<file path="config.mk">
export PLATFORM = sky130hd
export DESIGN_NAME = csr_exec_unit
export DESIGN_NICKNAME = d
export VERILOG_FILES = /design/src/rtl/csr_exec_unit.sv
export SDC_FILE = /design/constraint.sdc
export NUM_CORES = 1
export LEC_CHECK = 0
export ABC_CLOCK_PERIOD_IN_PS = 4700
export CORE_AREA = 3 3 218 220
export DETAILED_ROUTE_END_ITERATION = 16
export DIE_AREA = 0 0 221 223
export GPL_TIMING_DRIVEN = 0
export PLACE_DENSITY = 0.67
export SYNTH_ARGS = -nofsm -noshare
export SYNTH_HDL_FRONTEND = slang
export SYNTH_SLANG_ARGS = --single-unit
</file>
<file path="constraint.sdc">
create_clock -name clk -period 4.7 [get_ports clk]
set_clock_uncertainty 0.1 [all_clocks]
set_input_delay 0.94 -clock clk [delete_from_list [all_inputs] [get_ports clk]]
set_output_delay 0.94 -clock clk [all_outputs]
set_load 0.02 [all_outputs]
</file>
<file path="src/rtl/csr_exec_unit.sv">
// Execute-stage sequencer for Zicsr instructions: one read-modify-write against
// the CSR file per instruction, ending in writeback/retire or an illegal-instruction trap.
module csr_exec_unit (
  input  logic        clk,
  input  logic        reset,
  input  logic        inst_valid,
  output logic        inst_ready,
  input  logic [2:0]  funct3,
  input  logic [11:0] csr_addr_in,
  input  logic [4:0]  rs1_idx,
  input  logic [63:0] rs1_data,
  input  logic [4:0]  rd_idx,
  input  logic [63:0] pc_in,
  output logic [11:0] csr_addr,
  output logic        csr_we,
  output logic [63:0] csr_wdata,
  input  logic [63:0] csr_rdata,
  input  logic        csr_illegal,
  output logic        wb_valid,
  output logic [4:0]  wb_rd,
  output logic [63:0] wb_data,
  output logic        inst_retired,
  output logic        exc_valid,
  output logic [63:0] exc_cause,
  output logic [63:0] exc_tval,
  output logic [63:0] exc_pc
);

  typedef enum logic [2:0] {
    S_IDLE,
    S_READ,
    S_WRITE,
    S_RESP,
    S_EXC
  } state_t;

  state_t      r_state;
  state_t      w_next;

  logic [2:0]  r_funct3;
  logic [11:0] r_addr;
  logic [4:0]  r_rs1_idx;
  logic [63:0] r_rs1_data;
  logic [4:0]  r_rd;
  logic [63:0] r_pc;
  logic [63:0] r_old_val;
  logic [63:0] r_new_val;
  logic [4:0]  r_wb_rd;
  logic [63:0] r_wb_data;
  logic [63:0] r_exc_cause;
  logic [63:0] r_exc_tval;
  logic [63:0] r_exc_pc;

  logic [63:0] w_operand;
  logic [63:0] w_new_val;
  logic [63:0] w_old_val;
  logic        w_write_intent;
  logic        w_illegal;
  logic        w_load_wb;
  logic        w_load_exc;

  // Operand selection, write intent and the RMW result; only meaningful in READ.
  always_comb begin
    w_operand      = r_funct3[2] ? {59'b0, r_rs1_idx} : r_rs1_data;
    w_write_intent = (r_funct3[1:0] == 2'b01) || (r_rs1_idx != 5'd0);
    case (r_funct3[1:0])
      2'b10:   w_new_val = csr_rdata | w_operand;
      2'b11:   w_new_val = csr_rdata & ~w_operand;
      default: w_new_val = w_operand;
    endcase
    w_illegal = csr_illegal
             || (r_funct3[1:0] == 2'b00)
             || (w_write_intent && (r_addr[11:10] == 2'b11));
    w_old_val = (r_state == S_READ) ? csr_rdata : r_old_val;
  end

  always_comb begin
    w_next = r_state;
    case (r_state)
      S_IDLE:  if (inst_valid) w_next = S_READ;
      S_READ: begin
        if (w_illegal)           w_next = S_EXC;
        else if (w_write_intent) w_next = S_WRITE;
        else                     w_next = S_RESP;
      end
      S_WRITE: w_next = S_RESP;
      S_RESP:  w_next = S_IDLE;
      S_EXC:   w_next = S_IDLE;
      default: w_next = S_IDLE;
    endcase
    w_load_wb  = (w_next == S_RESP) && (r_rd != 5'd0);
    w_load_exc = (w_next == S_EXC);
  end

  // Response fields load on the edge entering their strobe cycle so they are
  // valid alongside the strobe and then hold until the next one.
  always_ff @(posedge clk) begin
    if (reset) begin
      r_state     <= S_IDLE;
      r_funct3    <= '0;
      r_addr      <= '0;
      r_rs1_idx   <= '0;
      r_rs1_data  <= '0;
      r_rd        <= '0;
      r_pc        <= '0;
      r_old_val   <= '0;
      r_new_val   <= '0;
      r_wb_rd     <= '0;
      r_wb_data   <= '0;
      r_exc_cause <= '0;
      r_exc_tval  <= '0;
      r_exc_pc    <= '0;
    end else begin
      r_state <= w_next;
      if ((r_state == S_IDLE) && inst_valid) begin
        r_funct3   <= funct3;
        r_addr     <= csr_addr_in;
        r_rs1_idx  <= rs1_idx;
        r_rs1_data <= rs1_data;
        r_rd       <= rd_idx;
        r_pc       <= pc_in;
      end
      if (r_state == S_READ) begin
        r_old_val <= csr_rdata;
        r_new_val <= w_new_val;
      end
      if (w_load_wb) begin
        r_wb_rd   <= r_rd;
        r_wb_data <= w_old_val;
      end
      if (w_load_exc) begin
        r_exc_cause <= 64'd2;
        r_exc_tval  <= {52'b0, r_addr};
        r_exc_pc    <= r_pc;
      end
    end
  end

  assign inst_ready   = (r_state == S_IDLE);
  assign csr_addr     = r_addr;
  assign csr_we       = (r_state == S_WRITE);
  assign csr_wdata    = r_new_val;
  assign inst_retired = (r_state == S_RESP);
  assign wb_valid     = (r_state == S_RESP) && (r_rd != 5'd0);
  assign wb_rd        = r_wb_rd;
  assign wb_data      = r_wb_data;
  assign exc_valid    = (r_state == S_EXC);
  assign exc_cause    = r_exc_cause;
  assign exc_tval     = r_exc_tval;
  assign exc_pc       = r_exc_pc;

endmodule
</file>
==> results.ini, run 1 <==
[sta]
min_period_over_period_pct = 75.6
final-setup-viol-count = 0
hold_violations = 0
worst_pin_slew_ns = 1.16
finalHoldWorstSlack_ns = 0.347
max_slew_margin_pct = 22.9
totalNegativeSetupSlack_ns = 0
report.final.slew_viol_count = 0
fmaxAchievable_mhz = 281
setup_repair_after_global_routing_missed_its_margin = false
fin_crit_ns = 3.56

[critical_path]
worst-path-buf-inv = 1
worst_path_max_delay_cell = sky130_fd_sc_hd__clkdlybuf4s50_1
worst_setup_path_start_kind = flop
critical_path.top_delay_family = simple AND/OR/NAND/NOR gates
stage_delay_of_the_slowest_cell_on_the_critical_path_ns = 0.60
timing.rr.start = r_state[0]
worst-setup-path-type = flop to primary output
critical_path_peak_fanout = 4
critical_path_required_time_ns = 3.66
crit_path_start = r_rd[1]
worstPathCellList = or4_1, nor2_1, nor2b_1, clkdlybuf4s50_1
cp_endpoint_kind = primary output
cp.arrival_ns = 2.52

[final_layout]
area_of_the_multi_input_gates_sq_um = 7320
layoutNonFillerInstCount = 3318
seq_area_sq_um = 8610
layout_cell_share_with_drive_strength_beyond_1_pct = 8.99
area_delta_synth_final_pct = 42.6
n_fill_cell = 4283
finish.net_count = 2903

[grt]
grt_total_ovfl = 0
number_of_antenna_violations_at_the_first_check_in_global_routing = 9
grt_pass1_vias = 15447
grt_start_max_net_pins = 14
global_route_usage_over_all_layers_pct = 23.7
first_pass_grt_wire_length_mm = 91.0

[place]
place_hpwl_mm = 47.0
globalplace.congestion = 0.875
buffer_ports.inserted = 446
cell_total_after_placement = 3233

[synthesis]
yosysUniqueCellTypes = 33
dominant_combinational_cell_family_by_area_after_synthesis = simple AND/OR/NAND/NOR gates
synthSimpleGateAreaFrac_pct = 23.3
netlist_area_sq_um = 17000
synth_warnings = 0
post_synth_xor_area_fraction_pct = 0
synth.avg_cell_area_sq_um = 8.20
synthCells = 2073
adder_cell_share_of_the_synthesized_area_pct = 0
postSynth.topFlopCell = sky130_fd_sc_hd__dfxtp_1
synthMuxAreaShare_pct = 4.71
synth-seq-cells = 430
synth-async-reset-ratio_pct = 0
synth_compound_gate_area_share_pct = 12.5
synth_seq_area_share_pct = 50.7
synth-edff-count = 0

[clock_tree]
cts.reportedPaths.clkPinSlew_ns = 0.06
post_cts_resized = 0
tritoncts = done
ctsHtreeMaxLevel = 2
cts-root-to-sink-buffers = 3
postCtsHoldBufs = 0
ctsRootBufferMaster = sky130_fd_sc_hd__clkbuf_16
clk_lat_worst_skew_ns = 0.58
cts_inserted_buffers = 47
post_cts.repair.setup_buffers = 0
numClockSinks = 430

[floorplan]
core_area_sq_um = 45500
dieHeight_um = 223
io_pins = 563
die_width_um = 221
placement_rows = 78
design.die.area_sq_um = 49300
effective_utilization_at_floorplan_pct = 37.4

[route]
drt-initial-drc-count = 876
topRoutingLayerUsed = met5
route.met3.wl_mm = 5.05
drc = 0
routedLengthMet1_mm = 24.3
vias_per_cell = 4.79
routed_length_per_instance_um = 18.4
ant_nets = 0
detail_route.first_pass.iterations = 5
wl_met2_mm = 29.7
detail_route.wirelength_mm = 61.2
num_vias = 15890

[hold_path]
tightest_hold_check_type = flop to flop
worstHoldStart = r_pc[19]

[outcome]
run_status = finished, final reports clean

[pwr]
total_leakage_power_nw = 9.30
cellPowerDensity_nw_per_um2 = 372
peak_supply_drop_mv = 0.278

[run]
cap_violations = 0

-- cells in the mapped netlist (2+ instances only) --
| cell type | number | area [sq um] |
|---|---|---|
| sky130_fd_sc_hd__nor2b_1 | 67 | 419 |
| sky130_fd_sc_hd__nor2_1 | 134 | 503 |
| sky130_fd_sc_hd__nand2b_1 | 64 | 400 |
| sky130_fd_sc_hd__buf_4 | 118 | 886 |
| sky130_fd_sc_hd__a311oi_1 | 63 | 552 |
| sky130_fd_sc_hd__or3b_2 | 2 | 17.5 |
| sky130_fd_sc_hd__dfxtp_1 | 430 | 8610 |
| sky130_fd_sc_hd__nand2_1 | 588 | 2210 |
| sky130_fd_sc_hd__buf_2 | 4 | 20.0 |
| sky130_fd_sc_hd__buf_1 | 7 | 26.3 |
| sky130_fd_sc_hd__buf_6 | 4 | 45.0 |
| sky130_fd_sc_hd__clkbuf_1 | 136 | 510 |
| sky130_fd_sc_hd__nor3_1 | 66 | 330 |
| sky130_fd_sc_hd__mux2i_1 | 8 | 80.1 |
| sky130_fd_sc_hd__nor3b_1 | 3 | 22.5 |
| sky130_fd_sc_hd__mux2_1 | 27 | 304 |
| sky130_fd_sc_hd__and2_1 | 2 | 12.5 |
| sky130_fd_sc_hd__a21oi_1 | 298 | 1490 |
| sky130_fd_sc_hd__mux2_2 | 37 | 417 |
| sky130_fd_sc_hd__o31ai_1 | 2 | 15.0 |
-- registers in the layout, summed over array words and instances, names as in the netlist --
name        cells
csr_addr       12
r_rs1_data     64
exc_pc         64
exc_cause       1
r_funct3        3
r_rd            5
r_old_val      64
wb_rd           5
exc_tval       12
r_state         3
r_pc           64
csr_wdata      64
r_rs1_idx       5
wb_data        64
-- stage by stage --
stage / worst slack, ns / util [%] / total power [mW] / area, sq um
2_1_floorplan: 2.22 / - / 4.72 / 17400
3_3_place_gp: 0.752 / 49.8 / 5.29 / 22600
3_5_place_dp: 0.715 / 49.8 / 5.31 / 22600
4_1_cts: 1.08 / 53.3 / 9.08 / 24200
5_1_grt: 1.04 / 53.3 / 9.37 / 24200
6_report: 1.14 / 53.3 / 9.01 / 24200
-- metal layers --
layer  global-route usage (%)  vias up
met5                        0        -
met4                     9.70        8
met3                     7.53      110
met2                     40.9      607
met1                     27.2     7347
li1                         -     7818
-- tightest hold or removal path: cells and delay by family, from the launching register on --
kind | cells | cell delay [ns]
simple gates | 1 | 0.05
flops | 1 | 0.31
compound gates | 1 | 0.05
-- final timing paths --
kind	cells past startpoint	slack (ns)	to
max	4	1.14	wb_valid
max reg2reg	6	1.43	csr_wdata[58]
min	2	0.35	exc_pc[19]
min reg2reg	2	0.35	exc_pc[19]
-- power breakdown --
part	switching [mW]	internal [mW]	total [mW]	leakage [nW]
clock	1.50	2.27	3.77	0.782
combinational	0.764	0.544	1.31	5.01
sequential	0.103	3.83	3.93	3.50
-- placed cells by master, fill, tap and decap left out, drive strengths merged, types with 8 or more instances in the layout --
cell type and count:
nand2 588, clkdlybuf4s50 446, dfxtp 430, a21oi 299, clkbuf 203, nor2 134
buf 133, conb 115, nor2b 67, nor3 67, nand2b 64, mux2 64
a311oi 63, mux2i 8
-- layout make-up --
type | count | area share, %
sequential | 430 | 35.5
multi-input combinational | 1488 | 30.2
timing repair buffer | 446 | 18.4
buffer | 269 | 6.14
clock buffer | 67 | 5.74
tap | 600 | 3.10
clock inverter | 13 | 0.800
antenna | 5 | 0.0516
-- kinds of logic (layout without fill, tap and decap cells) --
kind of cell,Yosys count,in the layout
DFF,430,430
buffers and inverters,269,795
and+or+nand+nor,931,931
muxes,72,72
other,1,120
AOI/OAI and AO/OA,370,370
(Power assumes the default switching activity.)
==> run 2, diff against run 1 <==
Settings changed: ABC_CLOCK_PERIOD_IN_PS 4700 to 3600, CORE_AREA 3 3 218 220 to 3 3 221 223, DIE_AREA 0 0 221 223 to 0 0 224 226, PLACE_DENSITY 0.67 to 0.65.
Clock period 4.7 ns to 3.6 ns, I/O delays scaled along.
==> run 2 against run 1 <==
  * Sequential cell count unchanged
  * Setup slack worse by 0.89 ns
  * Critical path depth up 2
  * Combinational power up 31%
  * Wire length down 0.28%
  * Sequential power is 31% higher
  * Via count down 0.31%
  * Utilization decreased by 1.7 points
  * Sequential share of layout area is 0.17 points higher
==> results.ini, run 2 (synthesized netlist as in run 1, its figures left out) <==
[pwr]
cellPowerDensity_nw_per_um2 = 474
peak_supply_drop_mv = 0.297
total_power_mw = 11.4
total_leakage_power_nw = 9.23

[sta]
min_period_over_period_pct = 93.0
setup_repair_after_global_routing_missed_its_margin = false
fin_crit_ns = 3.35
max_slew_margin_pct = 34.7
final-setup-viol-count = 0
hold_violations = 0
fmaxAchievable_mhz = 299
report.final.slew_viol_count = 0
worst_pin_slew_ns = 0.980
finalHoldWorstSlack_ns = 0.348

[clock_tree]
tritoncts = done
numClockSinks = 430
ctsHtreeMaxLevel = 2
ctsRootBufferMaster = sky130_fd_sc_hd__clkbuf_16
post_cts_resized = 0
cts_inserted_buffers = 46
cts-root-to-sink-buffers = 3
clk_lat_worst_skew_ns = 0.58
cts.reportedPaths.clkPinSlew_ns = 0.06
post_cts.repair.setup_buffers = 0
postCtsHoldBufs = 0

[final_layout]
layout_cell_share_with_drive_strength_beyond_1_pct = 8.75
mostFrequentLayoutCells = 588 x sky130_fd_sc_hd__nand2_1, 446 x sky130_fd_sc_hd__clkdlybuf4s50_1, 430 x sky130_fd_sc_hd__dfxtp_1, 298 x sky130_fd_sc_hd__a21oi_1, 146 x sky130_fd_sc_hd__clkbuf_1
post-route-util_pct = 51.6
mostFrequentLayoutCell = sky130_fd_sc_hd__nand2_1
finish.net_count = 2902
area_delta_synth_final_pct = 41.9

[critical_path]
crit_path_start = r_state[0]
worstPathCellList = nor3b_1, clkbuf_1, clkbuf_1, buf_1, nor2_1, nor3_1
stage_delay_of_the_slowest_cell_on_the_critical_path_ns = 0.80
reg2reg_setup_slack_ns = 0.25
endpoint = csr_wdata[61]
critical-path-top-cell-by-count = sky130_fd_sc_hd__clkbuf_1
worst-path-buf-inv = 3
critical_path.top_delay_family = buffers and inverters
timing.rr.start = r_state[0]
worst_path_max_delay_cell = sky130_fd_sc_hd__clkbuf_1
critical_path_required_time_ns = 3.98
worst-setup-path-type = flop to flop
cp.arrival_ns = 3.72
cp_endpoint_kind = flop
critical_path_cell_count = 6
critical_path_peak_fanout = 10
worstReg2RegEnd = csr_wdata[61]
worst_r2r_path_depth = 6
worst_setup_path_start_kind = flop

[place]
buffer_ports.inserted = 446
place_hpwl_mm = 47.5
globalplace.congestion = 0.863

[floorplan]
dieHeight_um = 226
core_area_sq_um = 46800
die_width_um = 224
effective_utilization_at_floorplan_pct = 36.3
placement_rows = 79
io_pins = 563
design.die.area_sq_um = 50600

[route]
vias_per_cell = 4.76
drc = 0
num_vias = 15841
detail_route.first_pass.iterations = 5
ant_nets = 0
routed_length_per_instance_um = 18.3
detail_route.wirelength_mm = 61.0
drt-initial-drc-count = 963

[run]
cap_violations = 0

[outcome]
run_status = finished, final reports clean

[grt]
number_of_antenna_violations_at_the_first_check_in_global_routing = 16
grt_pass1_vias = 15334
global_route_usage_over_all_layers_pct = 23.1
grt_start_max_net_pins = 14
first_pass_grt_wire_length_mm = 90.1
grt_total_ovfl = 0

[hold_path]
tightest_hold_check_type = flop to flop

run 2: cell count changes in the layout (fill, tap and decap cells not counted), sizes merged:
cell / delta
diode: +4
inv: +1
bufinv: -2
clkinvlp: +1
clkbuf: -3
run 2: how the worst min path moves through the flow:
stage	start	endpoint	slack, ns	cells after the start
final	r_pc[60]	exc_pc[60]	0.35	2
after global routing	exc_pc[13]	exc_pc[13]	0.37	2
after CTS	r_pc[60]	exc_pc[60]	0.35	2
after detailed placement	r_pc[58]	exc_pc[58]	0.34	2
after global placement	r_pc[49]	exc_pc[49]	0.34	2
after floorplan	r_rs1_data[62]	r_rs1_data[62]	0.33	2
run 2: where the power goes:
group / internal [mW] / switching, mW / total [mW]
registers: 5.00 / 0.131 / 5.13
logic: 0.710 / 1.00 / 1.71
clock network: 2.68 / 1.91 / 4.59
run 2: tightest hold or removal path, delay by kind of cell (launching register included):
family	cells	cell delay (ns)
AO/OA/AOI/OAI	1	0.05
flip-flops	1	0.30
AND/OR/NAND/NOR	1	0.05
run 2: metal layers:
| layer | wire (um) | GRT usage, % |
|---|---|---|
| met1 | 24000 | 26.3 |
| met2 | 29900 | 40.7 |
| met3 | 5470 | 8.03 |
| met4 | 1490 | 7.41 |
| met5 | 84 | 0 |
run 2: area by class of cell:
class	instances	area (sq um)
Clock buffer	64	1310
Buffer	269	1490
Fill cell	4478	22600
Tap cell	607	759
Multi-Input combinational cell	1488	7320
Timing Repair Buffer	446	4460
Sequential cell	430	8610
Clock inverter	13	139
Antenna cell	9	22.5
run 2: per-stage QoR:
stage	worst slack [ns]	cells	TNS [ns]	area, sq um
6_report	0.252	3326	0	24100
5_1_grt	0.0144	3322	0	24100
4_1_cts	0.213	3317	0	24100
3_5_place_dp	-0.0930	3240	-1.43	22600
3_3_place_gp	-0.131	3240	-2.88	22600
2_1_floorplan	1.28	2187	0	17400
==> run 3, diff against run 2 <==
==> constraint.sdc (replaced) <==
create_clock -name clk -period 3.6 [get_ports clk]
set_clock_uncertainty 0.1 [all_clocks]
set_input_delay 0.36 -clock clk [delete_from_list [all_inputs] [get_ports clk]]
set_output_delay 0.36 -clock clk [all_outputs]
set_load 0.02 [all_outputs]
==> results of run 3 <==
Same layout as run 2 (identical final DEF). Status: finished, final reports clean.
Main changes from that run: setup slack after placement -0.0930 ns -> 0.229 ns; hold slack 0.348 ns -> 0.235 ns; end point of the worst hold path exc_pc[60] -> r_pc[37]
==> variant 1: new RTL, config.mk and constraints of run 2 <==
Encoding of `state_t`: now one-hot (5 bits for 5 states).
--- a/src/rtl/csr_exec_unit.sv
+++ b/src/rtl/csr_exec_unit.sv
@@ -26,12 +26,12 @@
   output logic [63:0] exc_pc
 );
 
-  typedef enum logic [2:0] {
-    S_IDLE,
-    S_READ,
-    S_WRITE,
-    S_RESP,
-    S_EXC
+  typedef enum logic [4:0] {
+    S_IDLE  = 5'b00001,
+    S_READ  = 5'b00010,
+    S_WRITE = 5'b00100,
+    S_RESP  = 5'b01000,
+    S_EXC   = 5'b10000
   } state_t;
 
   state_t      r_state;
Behaviour: no difference found for any inputs over 4 cycles, from zero or initial values and one cycle with reset high; so few cycles prove little.
==> variant 1 against run 2 <==
- sequential cell count is 2 higher
- synthesized area grew 0.97%
- count of clock-buffer cells in the layout grew 4
- die area did not move
- final area increased by 1.0%
- worst setup slack lost 0.060 ns
- wire length is 3.1% higher
- total power shrank 2.4%
- clock power is 5.9% higher
- critical path type is now flop to output pin
- largest power group unchanged
==> variant 1: results (changes against run 2) <==
Status:
- Run status: complete, no violations (unchanged).

Global routing:
- The number of antenna violations at the first check in global routing is 11 (was 16).
- The met3 capacity usage during global routing is 7.64% (was 8.03%).
- The met2 layer usage reported by global route came to 40.5% (was 40.7%).
- The total routing resource utilization after global routing is 23.8% (was 23.1%).

Layout:
- The fraction of layout instances using a drive strength above 1 is 9.61% (was 8.75%).
- The layout filler cell count is 4496 (was 4478).

Placed design:
- The final estimated routing congestion in global placement came to 0.879 (was 0.863).
- The setup slack after placement is -0.127 ns (was -0.0930 ns).
- The placed instance area was 22800 sq um (was 22600 sq um).

Timing:
- The minimum clock period is 3.41 ns (was 3.35 ns).
- The headroom to the max-slew limit is 34.2% (was 34.7%).
- The worst hold slack after final layout came to 0.350 ns (was 0.348 ns).

Worst setup path:
- The capturing instance or port of the critical path was inst_ready (was csr_wdata[61]$_SDFFE_PP0P_).
- The startpoint of the most critical register-to-register path is r_state[4]$_SDFF_PP0_ (was r_state[0]$_SDFF_PP0_).
- The highest fanout seen on the critical path is 6 (was 10).
- The worst-case reg-to-reg path depth came to 7 (was 6).
- The cell family with the largest share of critical-path delay is simple AND/OR/NAND/NOR gates (was buffers and inverters).
- The maximum single-stage delay on the critical path was 0.76 ns (was 0.80 ns).
- The highest-delay cell along the critical path is clkdlybuf4s50_1 (was clkbuf_1).
- The data arrival time of the worst path was 2.59 ns (was 3.72 ns).

Hold path:
- The hold path endpoint is exc_pc[51]$_SDFFE_PP0N_ (was exc_pc[60]$_SDFFE_PP0N_).
- The hold path startpoint is exc_pc[51]$_SDFFE_PP0N_ (was r_pc[60]$_SDFFE_PP0P_).

Routing:
- The wire length per cell after detailed routing was 18.9 um (was 18.3 um).
- The wire length on met3 is 5.59 mm (was 5.47 mm).
- The post-route met1 wirelength came to 25.7 mm (was 24.0 mm).

Power and ir drop:
- The total leakage power is 9.29 nW (was 9.23 nW).
- The worst-case vdd ir drop was 271 uV (was 297 uV).
- The power per cell area is 458 nW/um^2 (was 474 nW/um^2).

CTS:
- The number of buffers added by the clock tree synthesis step is 48 (was 46).
- The post-cts gate resize count is 1 (was 0).

Yosys:
- Cell types occupying the most area after synthesis: dfxtp_1 (50%), nand2_1 (13%), a21oi_1 (8.6%), buf_4 (5.0%), a311oi_1 (3.2%) (was dfxtp_1 (51%), nand2_1 (13%), a21oi_1 (8.8%), buf_4 (5.2%), a311oi_1 (3.2%)).
- The fraction of the yosys area taken by sequential cells is 50.4% (was 50.7%).
## variant 1: cell count changes in the layout (fill, tap and decap cells not counted), sizes merged, moves of 2 or more
cell    change
dfxtp       +2
or3         +3
o31ai       -2
nand2b      -6
nand2       +9
a21oi       -3
a31o        +3
clkbuf      -9
buf        +13
or3b        -3
diode       -7
nor4b       +3
## variant 1: cell families after synthesis
family,share of synthesized area (%)
other cells,0.0219
buf+inv,8.70
flops,50.4
xor+xnor,0.0511
simple gates,23.4
compound gates,12.2
mux,5.20
## variant 1: layout make-up
cell class | instances | area share [%]
antenna | 2 | 0.0205
buffer | 269 | 6.12
clock buffer | 68 | 5.70
clock inverter | 14 | 0.647
inverter | 1 | 0.0154
multi-input combinational | 1497 | 30.6
sequential | 432 | 35.5
tap | 607 | 3.12
timing repair buffer | 446 | 18.3
## variant 1: power breakdown
group | internal, W | switching, W
registers | 0.00494 | 0.0000897
clock network | 0.00288 | 0.00198
logic | 0.000534 | 0.000730
==> variant 2: new RTL, flow settings as in run 2 <==
Without the edit above. Register the output `inst_retired`, with the module's reset; this adds one clock of latency there. The other outputs are not delayed to match.
--- a/src/rtl/csr_exec_unit.sv
+++ b/src/rtl/csr_exec_unit.sv
@@ -140,7 +140,13 @@
   assign csr_addr     = r_addr;
   assign csr_we       = (r_state == S_WRITE);
   assign csr_wdata    = r_new_val;
-  assign inst_retired = (r_state == S_RESP);
+  always_ff @(posedge clk) begin
+    if (reset) begin
+      inst_retired <= '0;
+    end else begin
+      inst_retired <= (r_state == S_RESP);
+    end
+  end
   assign wb_valid     = (r_state == S_RESP) && (r_rd != 5'd0);
   assign wb_rd        = r_wb_rd;
   assign wb_data      = r_wb_data;
Check against the original RTL: not equivalent (Yosys sat finds a counterexample within 4 cycles, from zero or initial values and one cycle with reset high).
==> variant 2 against run 2 <==
- worst setup slack better by 0.065 ns
- wire length up 2.6%
- hold slack worse by 0.00054 ns
- count of clock-buffer cells in the layout up 7
- non-clock buffer count unchanged
- final area up 0.36%
- sequential power about the same
- sequential cell count up 1
- critical endpoint is now wb_valid
- die area unchanged
- synthesized area up 0.12%
- register-to-register slack better by 0.17 ns
- sequential share of layout area about the same
- total power up 1.8%
==> variant 2: results (changes against run 2) <==
Global routing:
- The total routing resource utilization after global routing came to 23.8% (was 23.1%).
- The number of antenna violations at the first check in global routing is 15 (was 16).
- The first-pass GRT wire length is 91.6 mm (was 90.1 mm).
- The via count of the first global-routing pass is 15300 (about the same).

Power and ir drop:
- The worst-case vdd ir drop is 417 uV (was 297 uV).
- The total internal power came to 0.00855 W (was 0.00839 W).
- The total leakage power is 9.25 nW (was 9.23 nW).

Routing:
- The wire length per cell after detailed routing is 18.8 um (was 18.3 um).
- The number of vias in the routed layout is 15800 (about the same).
- The DRC marker count from the first detailed-route iteration is 841 (was 963).

Worst setup path:
- The maximum single-stage delay on the critical path came to 0.60 ns (was 0.80 ns).
- The setup slack of the most critical reg-to-reg path was 0.42 ns (was 0.25 ns).
- The highest fanout seen on the critical path was 4 (was 10).
- The data arrival time of the worst path is 2.46 ns (was 3.72 ns).
- The highest-delay cell along the critical path is clkdlybuf4s50_1 (was clkbuf_1).
- The startpoint of the most critical register-to-register path is r_state[2]$_SDFF_PP0_ (was r_state[0]$_SDFF_PP0_).
- The worst-case reg-to-reg path depth is 7 (was 6).
- The end of the worst register-to-register path is r_rs1_data[42]$_SDFFE_PP0P_ (was csr_wdata[61]$_SDFFE_PP0P_).

CTS:
- The number of buffers added by the clock tree synthesis step is 48 (was 46).
- The cell at the root of the clock tree is clkbuf_16 (unchanged).

Yosys:
- Most common library cells after synthesis: nand2_1 (588), dfxtp_1 (431), a21oi_1 (298) (was nand2_1 (588), dfxtp_1 (430), a21oi_1 (298)).
- The fraction of the yosys area taken by sequential cells is 50.7% (about the same).
- The async set-reset flop share out of synthesis was 0% (unchanged).
- Cell types occupying the most area after synthesis: dfxtp_1 (51%), nand2_1 (13%), a21oi_1 (8.8%), buf_4 (5.2%), a311oi_1 (3.2%) (unchanged).

Layout:
- The layout net count came to 2906 (was 2902).
- The fraction of layout instances using a drive strength above 1 is 8.76% (was 8.75%).

Status:
- Run status: complete, no violations (unchanged).

Hold path:
- The hold path startpoint is r_pc[12]$_SDFFE_PP0P_ (was r_pc[60]$_SDFFE_PP0P_).
- The hold path endpoint was exc_pc[12]$_SDFFE_PP0N_ (was exc_pc[60]$_SDFFE_PP0N_).

Placed design:
- The total half-perimeter wirelength after legalization and detailed placement is 48.7 mm (was 47.5 mm).
- The final estimated routing congestion in global placement came to 0.883 (was 0.863).

Timing:
- The measured slew at the worst slew-check pin is 1.14 ns (was 0.980 ns).
- The worst hold slack after final layout came to 0.348 ns (about the same).
==> variant 2: power groups by stage <==
stage	Combinational, W	Clock, W	Sequential, W
4_1_cts	0.00172	0.00488	0.00514
6_report	0.00172	0.00477	0.00514
3_5_place_dp	0.00172	0	0.00525
3_3_place_gp	0.00170	0	0.00524
2_1_floorplan	0.000856	0	0.00532
5_1_grt	0.00188	0.00508	0.00517
==> variant 2: per-layer routing <==
layer  up-vias  part of all wire [%]  global-route usage, %
met3        80                   9.9                   9.02
li1       7810                     -                      -
met5         -                  0.15                      0
met4        12                   2.5                   7.12
met1      7297                    40                   27.6
met2       572                    47                   40.8
==> variant 2: logic make-up after synthesis <==
| kind of cell | count (synthesis) | synth area share [%] |
|---|---|---|
| AND/OR/NAND/NOR | 932 | 23.3 |
| flip-flops | 431 | 50.7 |
| AO/OA/AOI/OAI | 370 | 12.5 |
| buffers and inverters | 269 | 8.75 |
| multiplexers | 72 | 4.71 |
| other | 1 | 0.0220 |
==> variant 2: final cells by class <==
cell class,count,area share [%]
Sequential cell,431,35.7
Multi-Input combinational cell,1489,30.3
Timing Repair Buffer,446,18.4
Buffer,269,6.15
Clock buffer,71,5.66
Tap cell,607,3.14
Clock inverter,12,0.600
Antenna cell,9,0.0931
==> variant 2: worst max-delay path: cells and delay by family (launching register included) <==
family                 cells  cell delay (ns)
and+or+nand+nor            3             0.99
buffers and inverters      1             0.60
DFF                        1             0.32
==> variant 2: how the worst max path moves through the flow <==
stage	endpoint	slack [ns]	startpoint	cells after the start
3_3_place_gp	r_rd[3]$_SDFFE_PP0P_	-0.13	inst_valid	7
2_1_floorplan	wb_data[56]$_SDFFE_PP0P_	1.28	r_rs1_idx[4]$_SDFFE_PP0P_	7
4_1_cts	csr_wdata[54]$_SDFFE_PP0P_	0.16	r_state[0]$_SDFF_PP0_	6
6_report	wb_valid	0.32	r_rd[0]$_SDFFE_PP0P_	4
5_1_grt	wb_valid	0.14	r_rd[0]$_SDFFE_PP0P_	4
3_5_place_dp	r_rs1_data[42]$_SDFFE_PP0P_	-0.16	inst_valid	7
==> variant 2: through the flow <==
stage          power, W  utilization (%)  worst slack, ns  area, sq um  cells
5_1_grt          0.0121             51.7            0.144        24200   3327
3_3_place_gp    0.00693             48.5           -0.125        22700   3242
2_1_floorplan   0.00617                -             1.28        17400   2189
3_5_place_dp    0.00696             48.5           -0.161        22700   3242
6_report         0.0116             51.8            0.317        24200   3334
4_1_cts          0.0117             51.7            0.158        24200   3325
